--- src/rtl/fir_pkg.sv ---
// Shared constants and helpers for the FIR decimator / FIFO slice.
package fir_pkg;

    localparam int N_DEF     = 8;
    localparam int DECIM_DEF = 4;
    localparam int DEPTH_DEF = 8;

    // Counter/pointer width for a modulus; never less than one bit so DECIM=1 still works.
    function automatic int addr_width(input int depth);
        if (depth <= 2) begin
            return 1;
        end else begin
            return $clog2(depth);
        end
    endfunction

endpackage

--- src/rtl/fir_decim_fifo_if.sv ---
// Sample-in / sample-out handshake bundle between the filter, the decimating FIFO and its consumer.
interface fir_decim_fifo_if
    import fir_pkg::*;
#(
    parameter int N     = N_DEF,
    parameter int DEPTH = DEPTH_DEF
);
    localparam int AW = addr_width(DEPTH);

    logic          in_valid;
    logic [N-1:0]  data_in;
    logic          out_ready;
    logic          out_valid;
    logic [N-1:0]  data_out;
    logic [AW:0]   fill_level;
    logic          overflow;

    modport master (
        output in_valid, data_in, out_ready,
        input  out_valid, data_out, fill_level, overflow
    );

    modport slave (
        input  in_valid, data_in, out_ready,
        output out_valid, data_out, fill_level, overflow
    );

endinterface

--- src/rtl/fir_decim_fifo_chk.sv ---
// Invariants of the decimating FIFO, evaluated in simulation alongside the design.
module fir_decim_fifo_chk #(
    parameter int N     = 8,
    parameter int DEPTH = 8,
    parameter int AW    = 3
) (
    input logic         clk,
    input logic         reset,
    input logic         clear,
    input logic         pop,
    input logic         out_valid,
    input logic [N-1:0] data_out,
    input logic [AW:0]  fill_level,
    input logic         overflow
);

    a_fill_bound: assert property (@(posedge clk) disable iff (!reset)
        fill_level <= (AW+1)'(DEPTH));

    a_valid_matches_fill: assert property (@(posedge clk) disable iff (!reset)
        out_valid == (fill_level != {(AW+1){1'b0}}));

    a_empty_reads_zero: assert property (@(posedge clk) disable iff (!reset)
        !out_valid |-> (data_out == {N{1'b0}}));

    a_pop_needs_data: assert property (@(posedge clk) disable iff (!reset)
        pop |-> out_valid);

    a_clear_flushes: assert property (@(posedge clk) disable iff (!reset)
        clear |=> ((fill_level == {(AW+1){1'b0}}) && !overflow && !out_valid));

endmodule

--- src/rtl/sync_fifo_fwft.sv ---
// First-word-fall-through FIFO with a registered head word, so data_out/out_valid
// come straight from flops and read as zero when the FIFO is empty.
module sync_fifo_fwft
    import fir_pkg::*;
#(
    parameter  int N     = N_DEF,
    parameter  int DEPTH = DEPTH_DEF,
    localparam int AW    = addr_width(DEPTH)
) (
    input  logic         clk,
    input  logic         reset,
    input  logic         clear,
    input  logic         push,
    input  logic         pop,
    input  logic [N-1:0] wr_data,
    output logic [N-1:0] rd_data,
    output logic         rd_valid,
    output logic [AW:0]  fill_level,
    output logic         full
);

    localparam logic [AW:0] DEPTH_W = (AW+1)'(DEPTH);

    logic [N-1:0]  mem_r [DEPTH];
    logic [AW-1:0] wr_ptr_r;
    logic [AW-1:0] rd_ptr_r;
    logic [AW-1:0] rd_inc_s;
    logic [AW:0]   fill_r;
    logic [AW:0]   fill_nxt_s;
    logic [N-1:0]  head_r;
    logic [N-1:0]  head_nxt_s;
    logic          valid_r;
    logic          full_s;
    logic          pop_ok_s;
    logic          push_ok_s;

    assign full_s    = (fill_r == DEPTH_W);
    assign pop_ok_s  = pop && valid_r && !clear;
    assign push_ok_s = push && !clear && (!full_s || pop_ok_s);
    assign rd_inc_s  = rd_ptr_r + AW'(1);

    // Occupancy after this edge.
    always_comb begin
        fill_nxt_s = fill_r;
        if (clear) begin
            fill_nxt_s = {(AW+1){1'b0}};
        end else if (push_ok_s && !pop_ok_s) begin
            fill_nxt_s = fill_r + (AW+1)'(1);
        end else if (pop_ok_s && !push_ok_s) begin
            fill_nxt_s = fill_r - (AW+1)'(1);
        end else begin
            fill_nxt_s = fill_r;
        end
    end

    // Head word after this edge: bypass the incoming sample when it becomes the only entry.
    always_comb begin
        head_nxt_s = head_r;
        if (clear || (fill_nxt_s == {(AW+1){1'b0}})) begin
            head_nxt_s = {N{1'b0}};
        end else if (pop_ok_s) begin
            head_nxt_s = (fill_r == (AW+1)'(1)) ? wr_data : mem_r[rd_inc_s];
        end else if (!valid_r) begin
            head_nxt_s = wr_data;
        end else begin
            head_nxt_s = head_r;
        end
    end

    // Storage array; contents need no reset.
    always_ff @(posedge clk) begin
        if (push_ok_s) begin
            mem_r[wr_ptr_r] <= wr_data;
        end
    end

    // Read/write pointers, wrapping modulo DEPTH.
    always_ff @(posedge clk or negedge reset) begin
        if (!reset) begin
            wr_ptr_r <= {AW{1'b0}};
            rd_ptr_r <= {AW{1'b0}};
        end else if (clear) begin
            wr_ptr_r <= {AW{1'b0}};
            rd_ptr_r <= {AW{1'b0}};
        end else begin
            if (push_ok_s) begin
                wr_ptr_r <= wr_ptr_r + AW'(1);
            end
            if (pop_ok_s) begin
                rd_ptr_r <= rd_inc_s;
            end
        end
    end

    // Registered occupancy and output word.
    always_ff @(posedge clk or negedge reset) begin
        if (!reset) begin
            fill_r  <= {(AW+1){1'b0}};
            head_r  <= {N{1'b0}};
            valid_r <= 1'b0;
        end else begin
            fill_r  <= fill_nxt_s;
            head_r  <= head_nxt_s;
            valid_r <= (fill_nxt_s != {(AW+1){1'b0}});
        end
    end

    assign rd_data    = head_r;
    assign rd_valid   = valid_r;
    assign fill_level = fill_r;
    assign full       = full_s;

endmodule

--- src/rtl/fir_decim_fifo.sv ---
// Keeps one of every DECIM filter samples, buffers kept samples in an FWFT FIFO
// and raises a sticky overflow flag when a kept sample finds the FIFO full.
module fir_decim_fifo
    import fir_pkg::*;
#(
    parameter int N     = N_DEF,
    parameter int DECIM = DECIM_DEF,
    parameter int DEPTH = DEPTH_DEF
) (
    input logic             clk,
    input logic             reset,
    input logic             clear,
    fir_decim_fifo_if.slave bus
);

    localparam int AW = addr_width(DEPTH);
    localparam int PW = addr_width(DECIM);
    localparam logic [PW-1:0] PHASE_LAST = PW'(DECIM - 1);

    logic [PW-1:0] phase_r;
    logic [PW-1:0] phase_nxt_s;
    logic          kept_s;
    logic          pop_s;
    logic          push_s;
    logic          drop_s;
    logic          full_s;
    logic          valid_s;
    logic          overflow_r;
    logic [N-1:0]  data_s;
    logic [AW:0]   fill_s;

    assign kept_s = bus.in_valid && (phase_r == {PW{1'b0}}) && !clear;
    assign pop_s  = valid_s && bus.out_ready && !clear;
    assign push_s = kept_s && (!full_s || pop_s);
    assign drop_s = kept_s && full_s && !pop_s;

    // Decimation phase advances only on valid samples, drops included.
    always_comb begin
        phase_nxt_s = phase_r;
        if (clear) begin
            phase_nxt_s = {PW{1'b0}};
        end else if (bus.in_valid) begin
            phase_nxt_s = (phase_r == PHASE_LAST) ? {PW{1'b0}} : (phase_r + PW'(1));
        end else begin
            phase_nxt_s = phase_r;
        end
    end

    // Phase counter register.
    always_ff @(posedge clk or negedge reset) begin
        if (!reset) begin
            phase_r <= {PW{1'b0}};
        end else begin
            phase_r <= phase_nxt_s;
        end
    end

    // Sticky overflow: only reset or clear can lower it.
    always_ff @(posedge clk or negedge reset) begin
        if (!reset) begin
            overflow_r <= 1'b0;
        end else if (clear) begin
            overflow_r <= 1'b0;
        end else if (drop_s) begin
            overflow_r <= 1'b1;
        end else begin
            overflow_r <= overflow_r;
        end
    end

    sync_fifo_fwft #(
        .N     (N),
        .DEPTH (DEPTH)
    ) u_fifo (
        .clk        (clk),
        .reset      (reset),
        .clear      (clear),
        .push       (push_s),
        .pop        (pop_s),
        .wr_data    (bus.data_in),
        .rd_data    (data_s),
        .rd_valid   (valid_s),
        .fill_level (fill_s),
        .full       (full_s)
    );

    fir_decim_fifo_chk #(
        .N     (N),
        .DEPTH (DEPTH),
        .AW    (AW)
    ) u_chk (
        .clk        (clk),
        .reset      (reset),
        .clear      (clear),
        .pop        (pop_s),
        .out_valid  (valid_s),
        .data_out   (data_s),
        .fill_level (fill_s),
        .overflow   (overflow_r)
    );

    assign bus.out_valid  = valid_s;
    assign bus.data_out   = data_s;
    assign bus.fill_level = fill_s;
    assign bus.overflow   = overflow_r;

endmodule

--- src/flat_wrapper.sv ---
// flat-port wrapper written by rule: the top's interface ports become plain ports
module fir_decim_fifo_flat import fir_pkg::*;
#(
    parameter int N     = N_DEF,
    parameter int DECIM = DECIM_DEF,
    parameter int DEPTH = DEPTH_DEF
)
  (clk, reset, clear, bus_in_valid, bus_data_in, bus_out_ready, bus_out_valid, bus_data_out, bus_fill_level, bus_overflow);
  fir_decim_fifo_if #(.N(N), .DEPTH(DEPTH)) bus_i ();
  input logic clk;
  input logic reset;
  input logic clear;
  input wire logic [$bits(bus_i.in_valid)-1:0] bus_in_valid;
  input wire logic [$bits(bus_i.data_in)-1:0] bus_data_in;
  input wire logic [$bits(bus_i.out_ready)-1:0] bus_out_ready;
  output wire logic [$bits(bus_i.out_valid)-1:0] bus_out_valid;
  output wire logic [$bits(bus_i.data_out)-1:0] bus_data_out;
  output wire logic [$bits(bus_i.fill_level)-1:0] bus_fill_level;
  output wire logic [$bits(bus_i.overflow)-1:0] bus_overflow;
  assign bus_i.in_valid = bus_in_valid;
  assign bus_i.data_in = bus_data_in;
  assign bus_i.out_ready = bus_out_ready;
  assign bus_out_valid = bus_i.out_valid;
  assign bus_data_out = bus_i.data_out;
  assign bus_fill_level = bus_i.fill_level;
  assign bus_overflow = bus_i.overflow;
  fir_decim_fifo #(.N(N), .DECIM(DECIM), .DEPTH(DEPTH)) u_core (.clk(clk), .reset(reset), .clear(clear), .bus(bus_i));
endmodule
--- config.mk ---
export PLATFORM = sky130hd
export DESIGN_NAME = fir_decim_fifo_flat
export DESIGN_NICKNAME = d
export VERILOG_FILES = /design/src/rtl/fir_pkg.sv /design/src/rtl/fir_decim_fifo_if.sv /design/src/rtl/fir_decim_fifo_chk.sv /design/src/rtl/sync_fifo_fwft.sv /design/src/rtl/fir_decim_fifo.sv /design/src/flat_wrapper.sv
export SDC_FILE = /design/constraint.sdc
export NUM_CORES = 1
export LEC_CHECK = 0
export CAP_MARGIN = 20
export CORE_MARGIN = 4
export CORE_UTILIZATION = 44
export DETAILED_ROUTE_END_ITERATION = 7
export SYNTH_ARGS = -nofsm -noshare
export SYNTH_HDL_FRONTEND = slang
export SYNTH_SLANG_ARGS = --single-unit
export TNS_END_PERCENT = 1
--- constraint.sdc ---
create_clock -name clk -period 3.47 [get_ports clk]
set_clock_uncertainty 0.1 [all_clocks]
set_input_delay 0.694 -clock clk [delete_from_list [all_inputs] [get_ports clk]]
set_output_delay 0.694 -clock clk [all_outputs]
set_load 0.005 [all_outputs]
-- Yosys cells after proc, flatten, opt, wreduce, memory -nomap -nowiden
Memory sizes are Yosys's and may differ from the RTL's.
Index checks and enable logic that the tools add are counted.
- reductions and logical operators: 28
- $add $sub $neg: 5
- equality and inequality tests: 4
- multiplexer cells: 18
- operator list (operator ; count):
    $mux W8 ; 4
    $logic_and A1 B1 Y1 ; 13
    $mux W3 ; 4
    $mux W4 ; 3
    $reduce_bool A2 Y1 ; 4
    $add A3 B1 Y3 const B ; 2
    $mux W2 ; 3
    $logic_not A1 Y1 ; 5
    $add A4 B1 Y4 const B ; 1
    $eq A4 B1 Y1 const B ; 1
    $eq A4 B4 Y1 const B ; 1
    $logic_not A4 Y1 ; 1
    $mux W1 ; 4
    $reduce_bool A4 Y1 ; 1
    $sub A4 B1 Y4 const B ; 1
    $logic_or A1 B1 Y1 ; 3
    $ne A3 B1 Y1 const B ; 1
    $add A2 B1 Y2 const B ; 1
    $eq A2 B2 Y1 const B ; 1
    $logic_not A2 Y1 ; 1
- output and inout bits: 14
- word-level logic and storage cells: 63
- register bits: 22
- RAM bits: 64
- memories: 1
- memories (name ; depth ; bits a word ; rd ports ; clocked after memory_dff ; wr ports ; RTL line ; text):
    u_core.u_fifo.mem_r ; 8 ; 8 ; 1 ; 0 ; 1 ; sync_fifo_fwft.sv:24 ; logic [N-1:0] mem_r [DEPTH];

-- Depth between registers and ports, before layout
- depth after elaboration: 14
- gate-level depth with buffers: 8
- gate-level depth less buffers: 7

-- Cells and area by module
A second synthesis with hierarchy kept.
- cell total of the unflattened synthesis: 273
- area total of the unflattened synthesis: 3806.2 um^2
- by module, submodules not included (module ; area an instance (um^2) ; instances ; cells each):
    sync_fifo_fwft ; 3623.5 ; 1 ; 255
    fir_decim_fifo ; 182.7 ; 1 ; 18

-- Least setup slack after synthesis
Ideal clock, no wire load.
- path kind: register to register
- start point: reg u_core.u_fifo.fill_r[0] (netlist: u_core.u_fifo.fill_level[0])
- end point: mem u_core.u_fifo.mem_r[0][0], enable pin
- clock period less this slack: 2.505 ns
- path slack: 0.965 ns
- arrival time: 2.022 ns
- stages on the path, launching flop included: 7
- cells stage by stage: dfrtp_1 > inv_1 > ha_1 > nand3b_1 > o21ai_1 > or3_1 > nor3_1
- longest elaborated chain between the ends: 8
- elaborated cells on any way between the ends: 9
- classes of those cells: eq/ne (1); mux (2); reduce/logical (6)
- RTL lines (element ; RTL line ; text):
    start: declaration ; sync_fifo_fwft.sv:28 ; logic [AW:0] fill_r;
    start signal: assignment ; sync_fifo_fwft.sv:98 ; fill_r <= {(AW+1){1'b0}};
    start signal: assignment ; sync_fifo_fwft.sv:102 ; fill_r <= fill_nxt_s;
    $eq A4 B4 Y1 * ; sync_fifo_fwft.sv:37 ; assign full_s = (fill_r == DEPTH_W);
    $logic_not A1 Y1 * ; sync_fifo_fwft.sv:39, fir_decim_fifo.sv:34 ;
    $logic_or A1 B1 Y1 ; fir_decim_fifo.sv:34 ; assign push_s = kept_s && (!full_s || pop_s);
    $logic_and A1 B1 Y1 ; fir_decim_fifo.sv:34 ;
    $logic_and A1 B1 Y1 ; sync_fifo_fwft.sv:39 ; assign push_ok_s = push && !clear && (!full_s || pop_ok_s);
    $logic_and A1 B1 Y1 * ; sync_fifo_fwft.sv:39 ;
    $mux W1 * ; sync_fifo_fwft.sv:72 ; if (push_ok_s) begin
    $mux W1 (not written as such) * ; sync_fifo_fwft.sv:73 ; mem_r[wr_ptr_r] <= wr_data;
    end: declaration ; sync_fifo_fwft.sv:24 ;
Mark *: on every way between the ends. The rest lies on a longest branch, timed or not.

-- Worst setup path in the final report
- start point: in bus_out_ready
- end point: mem u_core.u_fifo.mem_r[0][0], enable pin
- longest elaborated chain between the ends: 8
- elaborated cells on any way between the ends: 11
- classes of those cells: mux (2); reduce/logical (9)
- RTL lines (element ; RTL line ; text):
    start: declaration ; flat_wrapper.sv:15 ; input wire logic [$bits(bus_i.out_ready)-1:0] bus_out_ready;
    $logic_and A1 B1 Y1 * (2 in a row) ; fir_decim_fifo.sv:33 ; assign pop_s = valid_s && bus.out_ready && !clear;
    $logic_or A1 B1 Y1 / $logic_and A1 B1 Y1 (equally long branches) ; fir_decim_fifo.sv:34, sync_fifo_fwft.sv:38 ;
    $logic_and A1 B1 Y1 (on tied branches) ; fir_decim_fifo.sv:34, sync_fifo_fwft.sv:38 ;
    $logic_and A1 B1 Y1 / $logic_or A1 B1 Y1 (equally long branches) ; sync_fifo_fwft.sv:39 ;
    $logic_and A1 B1 Y1 * ; sync_fifo_fwft.sv:39 ;
    $mux W1 * ; sync_fifo_fwft.sv:72 ;
    $mux W1 (not written as such) * ; sync_fifo_fwft.sv:73 ;
Marked as above.

==> impl_metrics.csv <==
group,metric,value,unit
logic_synthesis,syn-cell-area,3910,µm²
global_routing,antenna_found_initial,0,
logic_synthesis,synth.avg_cell_area,13.8,µm²
timing,relSlewSlack,35.4,%
timing,setup_viol,0,
detailed_routing,drt_iter0_drc,171,
logic_synthesis,ys_ff_latch,86,
placed_design,dp_cells,413,
global_routing,grt_pass1_wl,12400,µm
pwr,pwr-share-clk,27.2,%
global_routing,grt_start_max_net_pins,42,
placed_design,hpwl,5040,µm
layout,layout.nets,338,
timing,setup_ws,956,ps
clocking,cts_resized,0,
timing,period_needed,2510,ps
placed_design,pre_cts_slack,613,ps
logic_synthesis,synth_common_cells,"edfxtp_1, dfrtp_1, nor2_1, mux2i_1, nand2_1",
timing,drv_slew,0,
timing,fin_crit_sh,72.5,%
logic_synthesis,netlist_instances,283,
run,maxCapViolations,0,
floorplan,start_util,45.1,%
timing,tns,0,ps
critical_path,required,3430,ps
clocking,numCtsBuffers,9,
timing,worstMarginPinSlew,969,ps
pwr,power.internal,1.80,mW
logic_synthesis,synth_top_area_cell,"edfxtp_1",
layout,syn_to_final_growth,14.8,%
floorplan,dieWidth,102,µm
floorplan,die_area,10500,µm²
logic_synthesis,seq_area_frac_synth,63.2,%
logic_synthesis,synthDistinctLibCells,48,
layout,final_cell_count_no_fill,430,
layout,fillers,774,
critical_path,worstPathArrival,2470,ps
detailed_routing,wl,7560,µm
hold_path,hold_class,"register to register",
clocking,cts.sinks,86,
detailed_routing,drc_errors,0,
logic_synthesis,syn_nets,304,
global_routing,grt_util_met1,23.7,%
critical_path,crit_fanout,12,
detailed_routing,wl_per_cell,17.6,µm
floorplan,io_pins,27,
logic_synthesis,synth.most_common_cell,"edfxtp_1",
global_routing,grt_pass1_vias,2354,
global_routing,grt-ovfl-total,0,
global_routing,grt.total_usage,15.7,%
outcome,outcome,"complete, no violations",
logic_synthesis,synth_ff_type,"edfxtp_1",
timing,rsz0062_at_grt,"false",
global_routing,grt_use_met2,22.6,%
clocking,htreeDepth,3,
pwr,leakage,1.56,nW
clocking,cts-hold-fix-buffers,0,
clocking,insertion_delay,350,ps
pwr,vdd_ir_drop_max,202,µV
clocking,cts_setup_buffers,0,
layout,antenna_cells,0,
clocking,cts_tree,"built",
layout,final_cell_area,4490,µm²
pwr,sw_frac_of_total,30.2,%
critical_path,cp-start-kind,"primary input",
pwr,seq_power_share,47.8,%
detailed_routing,vias_per_cell,5.54,
logic_synthesis,synthTopCellsByArea,"edfxtp_1, dfrtp_1, mux2i_1",
detailed_routing,firstDrtPassIters,4,
pwr,powerDensity,574,nW/µm²
placed_design,port_buffers,26,
critical_path,end_kind,"register",
timing,whs,405,ps
clocking,cts_root_buffer,"clkbuf_8",
placed_design,place_area,4270,µm²
timing,final_hold_viol_count,0,
layout,drive_above_1_share,13.7,%
critical_path,worstSetupPathType,"primary input to register",
global_routing,met3_usage,2.87,%
floorplan,rows,34,
clocking,clk_pin_slew,90,ps
floorplan,core_area,8680,µm²
global_routing,gr-max-usage-layer,"met1",
detailed_routing,num_vias,2381,
placed_design,gp_congestion,0.819,
logic_synthesis,synth-edff-count,64,
layout,final_util,51.7,%
timing,fmax,398,MHz
logic_synthesis,netlist.area_leader.share,49.1,%
clocking,clockBufferDepth,2,
pwr,total_power,2.58,mW
detailed_routing,drtAntennaViolNets,0,
pwr,p_switching,0.778,mW
pwr,pwr-share-comb,25.0,%
logic_synthesis,synthArstFlopShare,25.6,%
floorplan,die_h,102,µm
logic_synthesis,synth_warnings,0,
==> cell type report <==
| cell class | count | area (µm²) | share of cell area, % |
|---|---|---|---|
| repair buffers | 38 | 370 | 8.25 |
| well taps | 108 | 135 | 3.01 |
| multi-input cells | 176 | 1290 | 28.8 |
| clock buffers | 10 | 128 | 2.84 |
| flip-flops and latches | 86 | 2470 | 55.1 |
| clock inverters | 6 | 68.8 | 1.53 |
| inverters | 6 | 22.5 | 0.502 |
==> state kept, by name, summed over array words and instances, names as in the netlist <==
name	cells
u_core.phase_r	2
u_core.u_fifo.rd_valid	1
u_core.u_fifo.wr_ptr_r	3
u_core.u_fifo.fill_level	4
u_core.u_fifo.mem_r	64
u_core.u_fifo.rd_ptr_r	3
u_core.u_fifo.rd_data	8
u_core.bus.overflow	1
==> layout by cell type (no fill, tap or decap), types with 4 or more instances in the layout <==
cell type        synthesis  final
buf_4                    2     11
inv_1                    6      6
nor2b_1                  8      8
mux2i_1                 19     19
mux2_2                   5      5
clkbuf_8                 1      9
o311ai_0                 6      6
nand2_1                 17     17
o21ai_0                  4      4
dfrtp_1                 22     22
a31oi_1                 16     16
edfxtp_1                64     64
a22oi_1                 16     16
nor2_1                  20     20
a21oi_1                  6      6
clkdlybuf4s50_1          0     26
ha_1                     8      8
a2111oi_0                8      8
==> cell families (layout without fill, tap and decap cells) <==
family	count (synthesis)	after routing	synth area share (%)
compound gates	66	66	12.6
xor+xnor	7	7	1.95
fa+ha+maj	8	8	2.56
buf+inv	21	60	3.74
flops	86	86	63.2
mux	27	27	7.16
simple gates	68	68	8.83
==> final timing paths <==
| path | start | to | slack (ps) | cells past startpoint |
|---|---|---|---|---|
| max | bus_out_ready | u_core.u_fifo.mem_r[0][0] | 960 | 6 |
| min | u_core.bus.overflow | u_core.bus.overflow | 410 | 2 |
| max reg2reg | u_core.u_fifo.fill_level[0] | u_core.u_fifo.mem_r[0][0] | 1010 | 7 |
| min reg2reg | u_core.bus.overflow | u_core.bus.overflow | 410 | 2 |
| max in group asynchronous | reset | u_core.u_fifo.wr_ptr_r[2] | 2380 | 2 |
| min in group asynchronous | reset | u_core.bus.overflow | 490 | 1 |
==> metal layers <==
layer	vias up	part of all wire (%)
met5	-	0
met4	0	0.28
met3	2	3.9
met2	55	45
met1	1166	51
li1	1158	-
==> critical path, cell delays in order <==
cell and delay (ps):
clkdlybuf4s50_1 540, and2_4 250, o21ai_1 190, or3_1 430, nor3_1 160, buf_4 200
==> power by group through the flow <==
stage	sequential (mW)	combinational, mW	clock (mW)
after global placement	1.25	0.634	0
after CTS	1.23	0.645	0.726
after floorplan	1.25	0.435	0
after global routing	1.24	0.719	0.765
after detailed placement	1.26	0.643	0
final	1.23	0.645	0.701
(Power assumes the default switching activity.)
